### src/rtl/angle_setpoint_ctrl.sv
// Angle setpoint controller.
// Three front-panel keys (increment, decrement, home) adjust one of NCH angle
// channels chosen by a one-hot switch bank. Each key is synchronised and
// debounced. Increment and decrement auto-repeat while they are held; home fires
// once per press. Increment and decrement saturate at MAX_ANGLE and at 0.
//
// Per-key hold FSM
//   state  | meaning
//   IDLE   | key released; a debounced press fires one event and arms the delay timer
//   HOLD   | key held; the timer counts down REPEAT_DLY cycles before repeating
//   REPEAT | key still held; one event each time the timer expires (REPEAT_RATE)
module angle_setpoint_ctrl #(
    parameter int NCH         = 4,
    parameter int AW          = 8,
    parameter int MAX_ANGLE   = 180,
    parameter int STEP        = 1,
    parameter int RST_ANGLE   = 0,
    parameter int DEB_CYC     = 50000,
    parameter int REPEAT_DLY  = 25000000,
    parameter int REPEAT_RATE = 5000000
) (
    input  logic              clk,
    input  logic              rst,
    input  logic              key_inc_n,
    input  logic              key_dec_n,
    input  logic              key_zero_n,
    input  logic [NCH-1:0]    sel,
    output logic [NCH*AW-1:0] angle,
    output logic [NCH-1:0]    upd,
    output logic              sel_err
);

    localparam int NK = 3;
    localparam int KI = 0;
    localparam int KD = 1;
    localparam int KZ = 2;

    localparam int DW = $clog2(DEB_CYC + 1);
    localparam logic [DW-1:0] DEB_TC = DW'(DEB_CYC);

    localparam int TMAX = (REPEAT_DLY > REPEAT_RATE) ? REPEAT_DLY : REPEAT_RATE;
    localparam int TW   = $clog2(TMAX + 1);
    localparam logic [TW-1:0] DLY_LOAD  = TW'(REPEAT_DLY - 1);
    localparam logic [TW-1:0] RATE_LOAD = TW'(REPEAT_RATE - 1);

    localparam logic [AW:0] STEP_X = (AW+1)'(STEP);
    localparam logic [AW:0] MAX_X  = (AW+1)'(MAX_ANGLE);

    typedef enum logic [1:0] {
        IDLE   = 2'd0,
        HOLD   = 2'd1,
        REPEAT = 2'd2
    } hold_state_t;

    logic [NK-1:0] key_raw_n;
    logic [NK-1:0] pressed;
    logic [NK-1:0] evt;

    assign key_raw_n = {key_zero_n, key_dec_n, key_inc_n};

    for (genvar k = 0; k < NK; k++) begin : g_key
        localparam bit REP_EN = (k != KZ);

        logic          sync1_n;
        logic          sync2_n;
        logic          deb_n;
        logic [DW-1:0] deb_cnt;
        hold_state_t   state;
        hold_state_t   state_nxt;
        logic [TW-1:0] timer;
        logic [TW-1:0] timer_nxt;
        logic          evt_k;

        // two-stage synchroniser, parked at "released" in reset
        always_ff @(posedge clk) begin
            if (rst) begin
                sync1_n <= 1'b1;
                sync2_n <= 1'b1;
            end else begin
                sync1_n <= key_raw_n[k];
                sync2_n <= sync1_n;
            end
        end

        // debounce: accept the new level once it has disagreed for DEB_CYC+1 samples
        always_ff @(posedge clk) begin
            if (rst) begin
                deb_n   <= 1'b1;
                deb_cnt <= '0;
            end else if (sync2_n == deb_n) begin
                deb_cnt <= '0;
            end else if (deb_cnt == DEB_TC) begin
                deb_n   <= sync2_n;
                deb_cnt <= '0;
            end else begin
                deb_cnt <= deb_cnt + DW'(1);
            end
        end

        // hold FSM state and repeat timer registers
        always_ff @(posedge clk) begin
            if (rst) begin
                state <= IDLE;
                timer <= '0;
            end else begin
                state <= state_nxt;
                timer <= timer_nxt;
            end
        end

        // hold FSM next state and event generation
        always_comb begin
            state_nxt = state;
            timer_nxt = timer;
            evt_k     = 1'b0;
            case (state)
                IDLE: begin
                    if (!deb_n) begin
                        evt_k     = 1'b1;
                        state_nxt = HOLD;
                        timer_nxt = DLY_LOAD;
                    end
                end
                HOLD: begin
                    if (deb_n) begin
                        state_nxt = IDLE;
                        timer_nxt = '0;
                    end else if (REP_EN) begin
                        if (timer == '0) begin
                            evt_k     = 1'b1;
                            state_nxt = REPEAT;
                            timer_nxt = RATE_LOAD;
                        end else begin
                            timer_nxt = timer - TW'(1);
                        end
                    end
                end
                REPEAT: begin
                    if (deb_n) begin
                        state_nxt = IDLE;
                        timer_nxt = '0;
                    end else if (timer == '0) begin
                        evt_k     = 1'b1;
                        timer_nxt = RATE_LOAD;
                    end else begin
                        timer_nxt = timer - TW'(1);
                    end
                end
                default: begin
                    state_nxt = IDLE;
                    timer_nxt = '0;
                end
            endcase
        end

        assign pressed[k] = ~deb_n;
        assign evt[k]     = evt_k;
    end

    logic sel_onehot;
    logic multi_press;
    logic evt_ok;

    assign sel_onehot  = (sel != '0) && ((sel & (sel - NCH'(1))) == '0);
    // a chord of keys is ambiguous, so any event during one is discarded
    assign multi_press = (pressed[KI] & pressed[KD]) | (pressed[KI] & pressed[KZ]) |
                         (pressed[KD] & pressed[KZ]);
    assign evt_ok      = (|evt) && !multi_press && sel_onehot;

    logic [AW-1:0] ang_nxt [NCH];
    logic [NCH-1:0] upd_nxt;
    logic [AW:0]    cur;
    logic [AW:0]    cand;

    // saturating update of the selected channel, one bit wider to avoid wrap
    always_comb begin
        upd_nxt = '0;
        cur     = '0;
        cand    = '0;
        for (int i = 0; i < NCH; i++) begin
            cur  = {1'b0, angle[i*AW +: AW]};
            cand = cur;
            if (evt_ok && sel[i]) begin
                if (evt[KZ]) begin
                    cand = '0;
                end else if (evt[KI]) begin
                    cand = ((cur >= MAX_X) || (MAX_X - cur < STEP_X)) ? MAX_X : cur + STEP_X;
                end else if (evt[KD]) begin
                    cand = (cur < STEP_X) ? '0 : cur - STEP_X;
                end
            end
            ang_nxt[i] = cand[AW-1:0];
            upd_nxt[i] = (cand != cur);
        end
    end

    // angle, change pulse and select-error registers
    always_ff @(posedge clk) begin
        if (rst) begin
            for (int i = 0; i < NCH; i++) begin
                angle[i*AW +: AW] <= AW'(RST_ANGLE);
            end
            upd     <= '0;
            sel_err <= 1'b0;
        end else begin
            for (int i = 0; i < NCH; i++) begin
                angle[i*AW +: AW] <= ang_nxt[i];
            end
            upd     <= upd_nxt;
            sel_err <= !sel_onehot;
        end
    end

endmodule
### config.mk
export PLATFORM = sky130hd
export DESIGN_NAME = angle_setpoint_ctrl
export DESIGN_NICKNAME = d
export VERILOG_FILES = /design/src/rtl/angle_setpoint_ctrl.sv
export SDC_FILE = /design/constraint.sdc
export NUM_CORES = 1
export LEC_CHECK = 0
export CORE_ASPECT_RATIO = 1.25
export CORE_MARGIN = 2
export CORE_UTILIZATION = 55
export CTS_CLUSTER_DIAMETER = 40
export DETAILED_ROUTE_END_ITERATION = 6
export GPL_TIMING_DRIVEN = 0
export MAX_ROUTING_LAYER = met4
export PLACE_DENSITY = 0.76
export SYNTH_ARGS = -nofsm -noshare
export SYNTH_HDL_FRONTEND = slang
export SYNTH_SLANG_ARGS = --single-unit
### constraint.sdc
create_clock -name clk -period 4.15 [get_ports clk]
set_clock_uncertainty 0.15 [all_clocks]
set_input_delay 0.83 -clock clk [delete_from_list [all_inputs] [get_ports clk]]
set_output_delay 0.83 -clock clk [all_outputs]
set_load 0.01 [all_outputs]
==> impl_metrics.tcl <==
set metrics [dict create \
    status "finished clean" \
    dr_total_vias 9840 \
    finalNetCount 1398 \
    num_rows 53 \
    cts_hold_buffers 0 \
    drc 0 \
    grt-busiest-layer "met2" \
    timing.fmax_mhz 252 \
    clkSlewWorstSetupHoldPaths_ps 70 \
    postRouteAntennaNets 0 \
    instances_no_fill 1591 \
    die_y_um 151 \
    cts_buffer_depth 2 \
    synthesis.yosys.warnings 0 \
    tightest_slew_ps 810 \
    placed_cell_area_sq_mm 0.0102 \
    nFillCells 1567 \
    cp_slowest_stage_delay_ps 640 \
    io_pins 46 \
    synth_top_area_share_pct 31.4 \
    routed_via_density 6.18 \
    synth_cells 1294 \
    cp-end-kind "register" \
    clock_sinks 149 \
    clockRootBuffer "clkbuf_16" \
    start_util_pct 56.3 \
    power_density_mw_per_mm2 290 \
    use_met2_pct 47.2 \
    synth_cell_types 81 \
    synthFlopType "dfxtp_1" \
    clkLatencyLatePin_ps 440 \
    gp_congestion 0.992 \
    worst_ep_arrival_time_ps 4170 \
    track_usage_pct 30.1 \
    grt_remaining_overflow 0 \
    synth_edf_count 0 \
    grt_pass1_vias 8876 \
    layout-drive-gt1-share_pct 5.98 \
    die_x_um 122 \
    antenna_found_initial 0 \
    relSlewSlack_pct 45.6 \
    cap_violations 0 \
    synth.avg_cell_area_sq_um 7.35 \
    hpwl_mm 19.0 \
    met1_usage_pct 38.5 \
    slew_viol_final 0 \
    critPathLaunchType "register" \
    wl_per_cell_um 16.9 \
    ys_seq_area_share_pct 31.4 \
    multi_input_area_sq_mm 0.00605 \
    setup_viol 0 \
    fin_area_sq_mm 0.0108 \
    yosys-top-cells-area "dfxtp_1 31%, nor2_1 6.9%, a21oi_1 6.3%" \
    worst_path_max_delay_cell "nor2_1" \
    first_pass_iters 5 \
    crit_required_ps 4350 \
    min_period_over_period_pct 95.5 \
    crit_fanout 10 \
    regArea_sq_mm 0.00298 \
    p_leak_nw 3.71 \
    use_met3_pct 4.97 \
    synth_area_sq_mm 0.00951 \
    min_period_ps 3960 \
    peakVddDrop_mv 0.249 \
    syn2layout_area_growth_pct 13.9 \
    antenna_cells 0 \
    initialDrtViolationCount 916 \
    grt_pass1_wl_mm 43.1 \
    yosys_register_bits 149 \
    worstSetupPathType "register to register" \
    design.die.area_sq_mm 0.0184 \
    postSynth.asyncResetShare_pct 0 \
    synth.net_count 1334 \
    routed_wl_mm 26.8 \
    timing_hold_violations_final 0 \
    grt_max_degree 17 \
    path_cells "inv_1 -> ha_1 -> nor3b_2 -> nand4_1 -> o21a_1 -> buf_2 -> nor2_1 -> a2111oi_2 -> a2111oi_0 -> a211oi_1 -> a41oi_1" \
    cts_buffers 17 \
    synth_top_cell_by_area "dfxtp_1" \
    port_buffers 45 \
    post_cts_buffers 0 \
    fp.coreArea_sq_mm 0.0169 \
    cts_tree "yes" \
    dp.cells 1559 \
    min_path_type "register to register" \
    htree_levels 4 \
]
cell families after synthesis:
group,share of synthesized area [%]
AOI/OAI and AO/OA,22.0
xor gates and xnor gates,5.80
adders and majority gates,4.18
buffers and inverters,5.08
DFF,31.4
muxes,0.526
and+or+nand+nor,31.1
worst paths after layout:
| kind | from | end | slack (ps) | cells past startpoint |
|---|---|---|---|---|
| setup reg to reg | g_key[1].state[0] | upd[2] | 190 | 11 |
| hold reg to reg | g_key[0].sync1_n | g_key[0].sync2_n | 260 | 1 |
| hold / removal | g_key[0].sync1_n | g_key[0].sync2_n | 260 | 1 |
| setup / recovery | g_key[1].state[0] | upd[2] | 190 | 11 |
cell usage in the layout, fill, tap and decap left out, types with 28 or more instances in the layout:
cell	count
dfxtp_1	149
ha_1	31
a21oi_1	120
nor4_1	28
nand2_1	116
clkbuf_1	63
nor3_1	51
o21ai_0	104
nand3_1	51
xnor2_1	35
xor2_1	28
nor2_1	176
clkdlybuf4s50_1	45
inv_1	44
through the flow:
step | utilization [%] | worst slack [ps] | total power, mW | hold WS [ps] | TNS (ps)
after detailed placement | 60.6 | 193 | 1.60 | 244 | 0
final | 64.1 | 187 | 3.14 | 260 | 0
after global routing | 64.1 | -0.644 | 3.24 | 275 | -0.644
after floorplan | - | 839 | 1.56 | 239 | 0
after global placement | 60.6 | 209 | 1.60 | 242 | 0
after CTS | 64.1 | 156 | 3.17 | 261 | 0
synth_stat cells (4+ instances only):
master / number
clkbuf_1: 65
nor2b_1: 8
dfxtp_1: 149
or4_1: 12
mux2i_1: 5
nor3_1: 51
a211o_1: 5
a211oi_1: 5
buf_1: 5
ha_1: 31
a21oi_1: 120
inv_1: 44
or2_2: 14
o22ai_1: 5
a31oi_1: 19
nor4_1: 28
nand2_1: 116
xnor2_1: 35
o41ai_1: 5
and3_1: 16
nand2b_1: 8
o31ai_1: 7
xor2_1: 28
a22oi_1: 12
nand3_1: 51
nor2_1: 176
or3_1: 23
nand3b_1: 5
nor3b_1: 6
a2111oi_0: 6
or3b_2: 5
o21bai_1: 4
and2_1: 10
nor4b_1: 11
o21ai_0: 104
nand4_1: 20
critical path: cells and delay by family (launching register included):
| family | cells | cell delay, ps |
|---|---|---|
| compound gates | 5 | 1360 |
| fa+ha+maj | 1 | 310 |
| flops | 1 | 380 |
| buf+inv | 2 | 350 |
| simple gates | 3 | 1330 |
flip-flops by register name, indices dropped and copies added, names as in the netlist:
name / cells
g_key.sync1_n: 3
angle: 32
sel_err: 1
g_key.state: 5
upd: 4
g_key.timer: 50
g_key.deb_n: 3
g_key.sync2_n: 3
g_key.deb_cnt: 48
report_power, final:
group / internal, mW / switching (mW)
sequential: 1.44 / 0.00706
combinational: 0.0442 / 0.0788
clock: 0.874 / 0.699
cell type report:
class	instances	share of cell area, %
buffer	77	2.96
clock buffer	18	4.05
clock inverter	14	1.43
inverter	44	1.52
multi-input combinational	1024	55.8
sequential	149	27.5
tap	220	2.54
timing repair buffer	45	4.16
what timing repair did:
action / in CTS / in global routing
endpoints found under the setup margin: 0 / 2
endpoints found under the hold margin: 0 / 0
resized for setup: 0 / 4
metal layers:
layer	up-vias	share of wire [%]
li1	4789	-
met1	4552	43
met2	424	46
met3	75	7.5
met4	0	3.4
met5	-	0
(Power assumes the default switching activity.)
